### config.mk
export PLATFORM = sky130hd
export DESIGN_NAME = muldiv_unit
export DESIGN_NICKNAME = d
export VERILOG_FILES = /design/src/rtl/muldiv_unit.sv
export SDC_FILE = /design/constraint.sdc
export NUM_CORES = 1
export LEC_CHECK = 0
export CAP_MARGIN = 10
export CORE_MARGIN = 2
export CORE_UTILIZATION = 30
export DETAILED_ROUTE_END_ITERATION = 10
export PLACE_DENSITY = 0.57
export SLEW_MARGIN = 10
export SYNTH_ARGS = -nofsm -noshare
export SYNTH_HDL_FRONTEND = slang
export SYNTH_SLANG_ARGS = --single-unit
### constraint.sdc
create_clock -name clk -period 5.88 [get_ports clk]
set_input_delay 1.176 -clock clk [delete_from_list [all_inputs] [get_ports clk]]
set_output_delay 1.176 -clock clk [all_outputs]
set_load 0.05 [all_outputs]
### src/rtl/muldiv_unit.sv
// Iterative multiply (radix-4 Booth) / divide (restoring) unit with a DONE handshake.
// Define MULDIV_UNIT_DIV_EN to build the divider; without it divide requests are ignored.
module muldiv_unit #(
  parameter int WIDTH = 32
) (
  input  logic             clk,
  input  logic             reset,
  input  logic             start,
  input  logic [1:0]       op,
  input  logic [WIDTH-1:0] a,
  input  logic [WIDTH-1:0] b,
  output logic             busy,
  output logic             done,
  output logic [WIDTH-1:0] hi,
  output logic [WIDTH-1:0] lo,
  output logic             dz
);

  localparam int N  = WIDTH + 2;
  localparam int AW = N + 2;
  localparam int CW = $clog2(WIDTH + 1);
  localparam logic [CW-1:0] MUL_LAST = CW'(N / 2);

`ifdef MULDIV_UNIT_DIV_EN
  typedef enum logic [2:0] {IDLE, MUL, DIV, FIX, DONE} state_t;
`else
  typedef enum logic [1:0] {IDLE, MUL, DONE} state_t;
`endif

  state_t           state_reg;
  logic [CW-1:0]    cnt_reg;
  logic [N-1:0]     a_reg;
  logic [AW-1:0]    acc_reg;
  logic [N-1:0]     q_reg;
  logic             qm1_reg;
  logic             busy_reg;
  logic             done_reg;
  logic [WIDTH-1:0] hi_reg;
  logic [WIDTH-1:0] lo_reg;

  logic [N-1:0]     a_ext;
  logic [N-1:0]     b_ext;
  logic [AW-1:0]    m_ext;
  logic [AW-1:0]    booth_add;
  logic [AW-1:0]    booth_sum;

  // Two extra bits keep unsigned operands positive so one signed datapath serves both.
  always_comb begin
    a_ext = op[0] ? {2'b00, a} : {{2{a[WIDTH-1]}}, a};
    b_ext = op[0] ? {2'b00, b} : {{2{b[WIDTH-1]}}, b};
  end

  always_comb begin
    m_ext     = {{2{a_reg[N-1]}}, a_reg};
    booth_add = '0;
    case ({q_reg[1:0], qm1_reg})
      3'b001, 3'b010: booth_add = m_ext;
      3'b011:         booth_add = m_ext << 1;
      3'b100:         booth_add = -(m_ext << 1);
      3'b101, 3'b110: booth_add = -m_ext;
      default:        booth_add = '0;
    endcase
    booth_sum = acc_reg + booth_add;
  end

`ifdef MULDIV_UNIT_DIV_EN
  localparam logic [CW-1:0] DIV_LAST = CW'(WIDTH);

  logic [N-1:0]     b_reg;
  logic [WIDTH:0]   rem_reg;
  logic [WIDTH-1:0] quo_reg;
  logic             dz_reg;
  logic             a_neg;
  logic             b_neg;
  logic             div_zero;
  logic [WIDTH-1:0] a_mag;
  logic [WIDTH-1:0] b_mag;
  logic [WIDTH+1:0] shifted;
  logic [WIDTH+1:0] diff;
  logic [WIDTH-1:0] q_fix;
  logic [WIDTH-1:0] r_fix;

  always_comb begin
    a_neg    = a_reg[N-1];
    b_neg    = b_reg[N-1];
    a_mag    = a_neg ? -a_reg[WIDTH-1:0] : a_reg[WIDTH-1:0];
    b_mag    = b_neg ? -b_reg[WIDTH-1:0] : b_reg[WIDTH-1:0];
    div_zero = (b_reg == '0);
    shifted  = {rem_reg, quo_reg[WIDTH-1]};
    diff     = shifted - {2'b00, b_mag};
    q_fix    = (a_neg ^ b_neg) ? -quo_reg : quo_reg;
    r_fix    = a_neg ? -rem_reg[WIDTH-1:0] : rem_reg[WIDTH-1:0];
  end

  assign dz = dz_reg;
`else
  assign dz = 1'b0;
`endif

  assign busy = busy_reg;
  assign done = done_reg;
  assign hi   = hi_reg;
  assign lo   = lo_reg;

  always_ff @(posedge clk) begin
    if (!reset) begin
      state_reg <= IDLE;
      cnt_reg   <= '0;
      a_reg     <= '0;
      acc_reg   <= '0;
      q_reg     <= '0;
      qm1_reg   <= 1'b0;
      busy_reg  <= 1'b0;
      done_reg  <= 1'b0;
      hi_reg    <= '0;
      lo_reg    <= '0;
`ifdef MULDIV_UNIT_DIV_EN
      b_reg     <= '0;
      rem_reg   <= '0;
      quo_reg   <= '0;
      dz_reg    <= 1'b0;
`endif
    end else begin
      case (state_reg)
        IDLE, DONE: begin
          state_reg <= IDLE;
          busy_reg  <= 1'b0;
          done_reg  <= 1'b0;
          if (start && !op[1]) begin
            state_reg <= MUL;
            busy_reg  <= 1'b1;
            cnt_reg   <= '0;
            a_reg     <= a_ext;
            acc_reg   <= '0;
            q_reg     <= b_ext;
            qm1_reg   <= 1'b0;
          end
`ifdef MULDIV_UNIT_DIV_EN
          else if (start) begin
            state_reg <= DIV;
            busy_reg  <= 1'b1;
            cnt_reg   <= '0;
            a_reg     <= a_ext;
            b_reg     <= b_ext;
          end
`endif
        end
        MUL: begin
          if (cnt_reg == MUL_LAST) begin
            state_reg <= DONE;
            busy_reg  <= 1'b0;
            done_reg  <= 1'b1;
            hi_reg    <= {acc_reg[WIDTH-3:0], q_reg[N-1:WIDTH]};
            lo_reg    <= q_reg[WIDTH-1:0];
`ifdef MULDIV_UNIT_DIV_EN
            dz_reg    <= 1'b0;
`endif
          end else begin
            acc_reg <= {{2{booth_sum[AW-1]}}, booth_sum[AW-1:2]};
            q_reg   <= {booth_sum[1:0], q_reg[N-1:2]};
            qm1_reg <= q_reg[1];
            cnt_reg <= cnt_reg + 1'b1;
          end
        end
`ifdef MULDIV_UNIT_DIV_EN
        DIV: begin
          // First DIV cycle loads the dividend magnitude; the next WIDTH cycles iterate.
          if (cnt_reg == '0) begin
            rem_reg <= '0;
            quo_reg <= a_mag;
            cnt_reg <= cnt_reg + 1'b1;
          end else begin
            if (!diff[WIDTH+1]) begin
              rem_reg <= diff[WIDTH:0];
              quo_reg <= {quo_reg[WIDTH-2:0], 1'b1};
            end else begin
              rem_reg <= shifted[WIDTH:0];
              quo_reg <= {quo_reg[WIDTH-2:0], 1'b0};
            end
            if (cnt_reg == DIV_LAST) begin
              state_reg <= FIX;
            end else begin
              cnt_reg <= cnt_reg + 1'b1;
            end
          end
        end
        FIX: begin
          state_reg <= DONE;
          busy_reg  <= 1'b0;
          done_reg  <= 1'b1;
          dz_reg    <= div_zero;
          lo_reg    <= div_zero ? '1 : q_fix;
          hi_reg    <= div_zero ? a_reg[WIDTH-1:0] : r_fix;
        end
`endif
        default: begin
          state_reg <= IDLE;
          busy_reg  <= 1'b0;
          done_reg  <= 1'b0;
        end
      endcase
    end
  end

endmodule

Word level (Yosys, flattened, before mapping)
Index checks and enable logic that the tools add are counted.
- register bits: 179
- input port bits: 69
- output and inout port bits: 67
- word-level logic and storage cells: 58
- add/subtract/negate cells: 4
- equal/unequal tests: 12
- mux-type cells: 21
- reductions and logical operators: 11
- operators by type and width (operator ; number):
    one-hot mux 36 bit (4 select lines) ; 1
    two-way mux 34 bit ; 4
    two-way mux 36 bit ; 2
    negation 36 bit ; 2
    one-hot mux 36 bit (2 select lines) ; 1
    one-hot mux 34 bit (2 select lines) ; 1
    adder 36 bit ; 1
    two-way mux 6 bit ; 2
    one-hot mux 6 bit (2 select lines) ; 1
    equality test 3 bit, second input constant ; 3
    adder 6 x 1 -> 6 bit, second input constant ; 1
    equality test 3 x 2 -> 1 bit, second input constant ; 2
    equality test 6 x 5 -> 1 bit, second input constant ; 1
    != test 2 bit, second input constant ; 3
    AND reduction 2 bit ; 3
    OR reduction 2 bit ; 3
    two-way mux 1 bit ; 5
    one-hot mux 1 bit (2 select lines) ; 2
    one-hot mux 2 bit (2 select lines) ; 1
    equality test 3 x 1 -> 1 bit, second input constant ; 1
    AND reduction 3 bit ; 1
    equality test 2 x 1 -> 1 bit, second input constant ; 1
    equality test 2 bit, second input constant ; 1
    logical NOT 2 bit ; 1
    4 further kinds ; 4

Logic depth before layout (Yosys ltp)
Gate-level depths: netlist (run 1).
- depth in word-level cells: 6
- mapped depth: 22

Least setup slack after synthesis (run 1)
No wires, ideal clock.
- kind: flip-flop to flip-flop
- from: reg a_reg[0]
- to: reg acc_reg[34]
- library setup time: 0.129 ns
- arrival time: 4.368 ns
- data required time: 5.751 ns
- setup slack: 1.383 ns
- stages on the path, launching flop included: 21
- period minus slack after synthesis: 4.497 ns
- cells stage by stage: dfxtp_1 -> inv_1 -> ha_1 -> nor3b_1 -> nand2_1 -> or3_1 -> nand2_1 -> xnor2_1 -> a221oi_1 -> a31oi_1 -> ha_1 -> clkbuf_1 -> a21o_1 -> a21o_1 -> a41oi_1 -> o211ai_1 -> o21ai_0 -> o21ai_1 -> mux2_2 -> a2111oi_2 -> a31oi_1
- longest elaborated chain between the ends: 5
- elaborated cells on any way between the ends: 6
- classes of those cells: add/sub: 3; mux: 3
- RTL lines (element ; RTL line ; text):
    start, declared ; 32 ; logic [N-1:0] a_reg;
    start signal, assigned ; 133 ; a_reg <= a_ext;
    negation 36 bit, on equally long branches ; 60, 59 ;
    one-hot mux 36 bit (4 select lines) * ; 56 ; case ({q_reg[1:0], qm1_reg})
    adder 36 bit * ; 63 ; booth_sum = acc_reg + booth_add;
    two-way mux 36 bit * ; 149 ; if (cnt_reg == MUL_LAST) begin
    one-hot mux 36 bit (2 select lines) * ; 124 ; case (state_reg)
    end signal, assigned ; 159 ; acc_reg <= {{2{booth_sum[AW-1]}}, booth_sum[AW-1:2]};
    end, declared ; 33 ; logic [AW-1:0] acc_reg;
Mark *: on every way between the ends. The rest lies on a longest branch, timed or not. The select of a mux whose other input is x is not followed.
A chain may end at the register's enable or synchronous reset.

Worst setup path in the final report (run 1)
Ends and elaborated chain as after synthesis.

==> metrics.cfg, run 1 <==
[clock_network]
post_cts_resized=0
post-cts-setup-buffer-count=0
cts_tree=done
clockBufferDepth=2
cts.sinks=175
clk_pin_slew_worst_paths_ps=80
cts_buffers=17
ctsHtreeMaxLevel=4
ctsHoldBuffers=0
clock-root-buffer=clkbuf_16
clock_latency_ps=450

[flow_run]
max_cap_viol_count=0

[yosys]
yosysWarnings=0
synthCells=1427
synth-seq-area-share_pct=33.9
synth_edf_count=0
syn_area_per_cell_um2=7.24
synth.top_cell.area_share_pct=33.9
yosys-top-cells-area=dfxtp_1, nand2_1, a21oi_1
synth_top_area_cell=dfxtp_1
ys_async_sr_fraction_pct=0
netlist-cell-type-count=66
synth_fp_nets=1535
ys_ff_latch=175
synth_flop_cell=dfxtp_1
syn_area_um2=10300

[finish]
final_common_cell=nand2_1
n_antenna_cell=0
fin_area_um2=12600
nNetsFinal=1593
area_growth_pct=21.5
drive_gt1_share_pct=5.34
final_cell_mix=nand2_1, a21oi_1, dfxtp_1, clkdlybuf4s50_1, nor2_1

[power]
leakagePower_uw=0.00447
vdd_drop_max_v=0.000203
powerDensity_nw_per_um2=238

[setup_path]
cp.arrival_ps=5510
cp-end-kind=flip-flop
crit_type=flip-flop to flip-flop
cp-start-kind=flip-flop
worstPathMaxFanout=8
rr_worst_depth=20
critPathRequiredTime_ps=6210

[timing]
fin_crit_sh_pct=88.1
rsz0062_at_grt=no
fin_crit_ps=5180
max_slew_margin_pct=43.0
finalSetupViolations=0
hold_violations=0
skew_ps=11.9
max_freq_ghz=0.193
whs_ps=455
timing.final.max_slew_violations=0
tightestPinTransition_ps=847
setup_tns_ps=0

[placement]
place_area_um2=12000
dp_hpwl_um=22000
gp_congestion=0.893
numPortBuffers=134

[die]
start_util_pct=30.7
coreArea_um2=33700
num_rows=67
die_h_um=190
ios=136
die_w_um=190
design.die.area_um2=36000

[grt]
overflow=0
grt_start_max_net_pins=65
antenna_found_initial=0
grt_pass1_vias=9474
grt_pass1_wl_um=49600
track_usage_pct=17.1

[hold_path]
holdPathStages=2
hold_class=flip-flop to flip-flop

[routing]
dr.pass1.iters=5
num_vias=10030
first_iter_violations=694
routed_via_density=5.16
avgRoutedWirePerCell_um=15.9
drc=0
ant_nets=0
drt_wl_total_um=30900

[status]
status=complete, no violations

metrics by stage:
stage / util, % / total power [uW] / setup WS, ps / cells
2_1_floorplan: - / 1690 / 1380 / 1427
3_3_place_gp: 35.5 / 1840 / 872 / 1914
3_5_place_dp: 35.5 / 1850 / 772 / 1914
4_1_cts: 37.3 / 3020 / 740 / 1945
5_1_grt: 37.3 / 3130 / 203 / 1945
6_report: 37.3 / 2980 / 700 / 1945
path summary, 6_finish.rpt:
| path | start | endpoint | slack (ps) |
|---|---|---|---|
| worst max-delay path | a_reg[0] | acc_reg[34] | 700 |
| worst min-delay path | hi[28] | hi[28] | 460 |
| worst max register to register | a_reg[0] | acc_reg[34] | 700 |
| worst min register to register | hi[28] | hi[28] | 460 |
area by class of cell:
class,instances,area (um^2)
sequential,175,3510
inverter,19,73.8
timing repair buffer,157,1510
fill,3624,21100
multi-input combinational,1115,6310
clock buffer,17,425
tap,448,561
clock inverter,14,170
cell usage after synthesis (5+ instances only):
cell type	instances
nand2_1	383
a21oi_1	180
dfxtp_1	175
clkbuf_1	101
nor2_1	101
xnor2_1	56
o21ai_0	42
ha_1	38
nand3_1	36
xor2_1	32
a311oi_1	28
a31oi_1	25
a221oi_1	22
inv_1	17
a21o_1	16
a22oi_1	15
nor3_1	14
buf_1	12
mux2i_1	10
or3_1	9
nand4_1	8
nand2b_1	7
nor2b_1	7
nor4_1	6
o211ai_1	6
nor3b_1	5
o21ai_1	5
kinds of logic (layout without fill, tap and decap cells):
logic type	after synthesis	count (layout)	share of synthesized area (%)
muxes	14	14	1.62
buffers and inverters	137	207	5.18
other	1	1	0.0363
adders and majority gates	39	39	4.79
and+or+nand+nor	601	601	24.8
xor gates and xnor gates	88	88	7.46
AOI/OAI and AO/OA	372	372	22.2
DFF	175	175	33.9
worst max-delay path, stage by stage, from the launching register on:
cell	delay, ps
dfxtp_1	330
inv_1	110
ha_1	240
nor3b_1	500
nand2_1	260
or3_1	420
nand2_1	110
xnor2_1	80
a221oi_1	300
a31oi_1	80
ha_1	500
nand4_1	150
nor2_1	160
nand4_1	100
o211ai_1	350
o21ai_0	210
buf_4	190
o21ai_1	200
mux2_2	370
a2111oi_2	320
a31oi_1	70
metal layers:
layer	vias to the layer above	track usage, %	share of wire (%)
met5	-	0	0
met4	0	6.17	2.5
met3	40	3.15	3.8
met2	206	28.9	48
met1	4732	21.7	46
li1	5052	-	-
where the power goes:
| part | leakage (uW) | internal (uW) | switching [uW] | total, uW |
|---|---|---|---|---|
| Clock | 0.000281 | 605 | 555 | 1160 |
| Sequential | 0.00142 | 1230 | 51.3 | 1280 |
| Combinational | 0.00277 | 222 | 323 | 545 |
(Power assumes the default switching activity.)
==> run 2, diff against run 1 <==
==> constraint.sdc (replaced) <==
create_clock -name clk -period 5.88 [get_ports clk]
set_input_delay 1.176 -clock clk [delete_from_list [all_inputs] [get_ports clk]]
set_output_delay 1.176 -clock clk [all_outputs]
set_load 0.01 [all_outputs]
==> results of run 2 <==
The final DEF is identical to that of run 1. Status: complete, no violations.
==> run 3, diff against run 2 <==
--- a/config.mk
+++ b/config.mk
@@ -8,6 +8,7 @@
 export CAP_MARGIN = 10
 export CORE_MARGIN = 2
 export CORE_UTILIZATION = 30
+export CTS_BUF_LIST = sky130_fd_sc_hd__clkbuf_2 sky130_fd_sc_hd__clkbuf_4 sky130_fd_sc_hd__clkbuf_8
 export DETAILED_ROUTE_END_ITERATION = 10
 export PLACE_DENSITY = 0.57
 export SLEW_MARGIN = 10
==> metrics.cfg, run 3 (synthesized netlist as in run 1, its figures left out) <==
[power]
powerDensity_nw_per_um2=218
vdd_drop_max_v=0.000155
power_uw=2700
leakagePower_uw=0.00439

[die]
design.die.area_um2=36000
coreArea_um2=33700
die_w_um=190
num_rows=67
ios=136
start_util_pct=30.7
die_h_um=190

[grt]
track_usage_pct=17.0
grt_start_max_net_pins=65
overflow=0
grt_pass1_vias=9472
antenna_found_initial=0
grt_pass1_wl_um=49400

[clock_network]
cts.sinks=175
cts_buffers=17
clockBufferDepth=2
clock-root-buffer=clkbuf_8
ctsHoldBuffers=0
post-cts-setup-buffer-count=0
cts_tree=done
clock_latency_ps=500
ctsHtreeMaxLevel=4
clk_pin_slew_worst_paths_ps=110
post_cts_resized=0

[timing]
max_freq_ghz=0.192
tightestPinTransition_ps=852
hold_violations=0
setup_tns_ps=0
max_slew_margin_pct=42.6
skew_ps=23.5
finalSetupViolations=0
fin_crit_sh_pct=88.4
fin_crit_ps=5200
timing.final.max_slew_violations=0
rsz0062_at_grt=no

[setup_path]
crit_slowest_cell=nor3b_1
crit_type=flip-flop to flip-flop
cpLargestDelayFamily=simple AND/OR/NAND/NOR gates
cpPeakStageDelay_ps=520
worstPathMaxFanout=8
critPathRequiredTime_ps=6260
cp_num_buf_inv=2
cp-end-kind=flip-flop
crit_chain=inv_1 > ha_1 > nor3b_1 > nand2_1 > or3_1 > nand2_1 > xnor2_1 > a221oi_1 > a31oi_1 > ha_1 > nand4_1 > nor2_1 > nand4_1 > o211ai_1 > o21ai_0 > buf_4 > o21ai_1 > mux2_2 > a2111oi_2 > a31oi_1
cp-start-kind=flip-flop
cp.arrival_ps=5580

[routing]
avgRoutedWirePerCell_um=15.9
routed_via_density=5.17
drc=0
num_vias=10062
dr.pass1.iters=7
drt_wl_total_um=30900
first_iter_violations=702
ant_nets=0

[finish]
final_common_cell=nand2_1
n_antenna_cell=0
nNetsFinal=1593
drive_gt1_share_pct=5.34
area_growth_pct=19.7
final_cell_mix=nand2_1, a21oi_1, dfxtp_1, clkdlybuf4s50_1, nor2_1

[placement]
dp_hpwl_um=22000
numPortBuffers=134
gp_congestion=0.893

[hold_path]
hold_class=flip-flop to flip-flop

[flow_run]
max_cap_viol_count=0

[status]
status=complete, no violations

## run 3: changes by cell type in the layout (fill, tap and decap cells not counted)
cell / change
clkbuf_16: -17
clkbuf_8: +17
## run 3: worst paths after layout
kind                                from          end  slack (ps)  cells after the start
worst max register to register  a_reg[0]  acc_reg[34]         680                     20
worst max-delay path            a_reg[0]  acc_reg[34]         680                     20
worst min-delay path              hi[28]       hi[28]         460                      2
worst min register to register    hi[28]       hi[28]         460                      2
## run 3: final cells by class
class / instances / area (um^2)
multi-input combinational: 1115 / 6310
sequential: 175 / 3510
timing repair buffer: 157 / 1510
tap: 448 / 561
fill: 3653 / 21300
clock buffer: 17 / 234
clock inverter: 14 / 170
inverter: 19 / 73.8
## run 3: where the power goes
part | leakage [uW] | switching (uW) | internal [uW]
registers | 0.00142 | 51.3 | 1230
logic | 0.00277 | 320 | 222
clock network | 0.000194 | 525 | 356
## run 3: routing by layer
layer  vias up  routed length, um  track usage, %
li1       5057                  -               -
met1      4751              14000            21.4
met2       214              14900            29.1
met3        40               1300            3.15
met4         0                787            6.11
met5         -                  0               0
## run 3: tightest hold or removal path, stage by stage (launching register included)
cell and delay (ps):
dfxtp_1 320, nand2_1 50, a21oi_1 50
## run 3: through the flow
step	worst slack (ps)	hold slack, ps	util, %	area, um^2	std cells
floorplan	1380	432	-	10300	1427
global placement	872	443	35.5	12000	1914
detailed placement	772	447	35.5	12000	1914
CTS	747	461	36.7	12400	1945
global route	219	473	36.7	12400	1945
finish	681	459	36.7	12400	1945
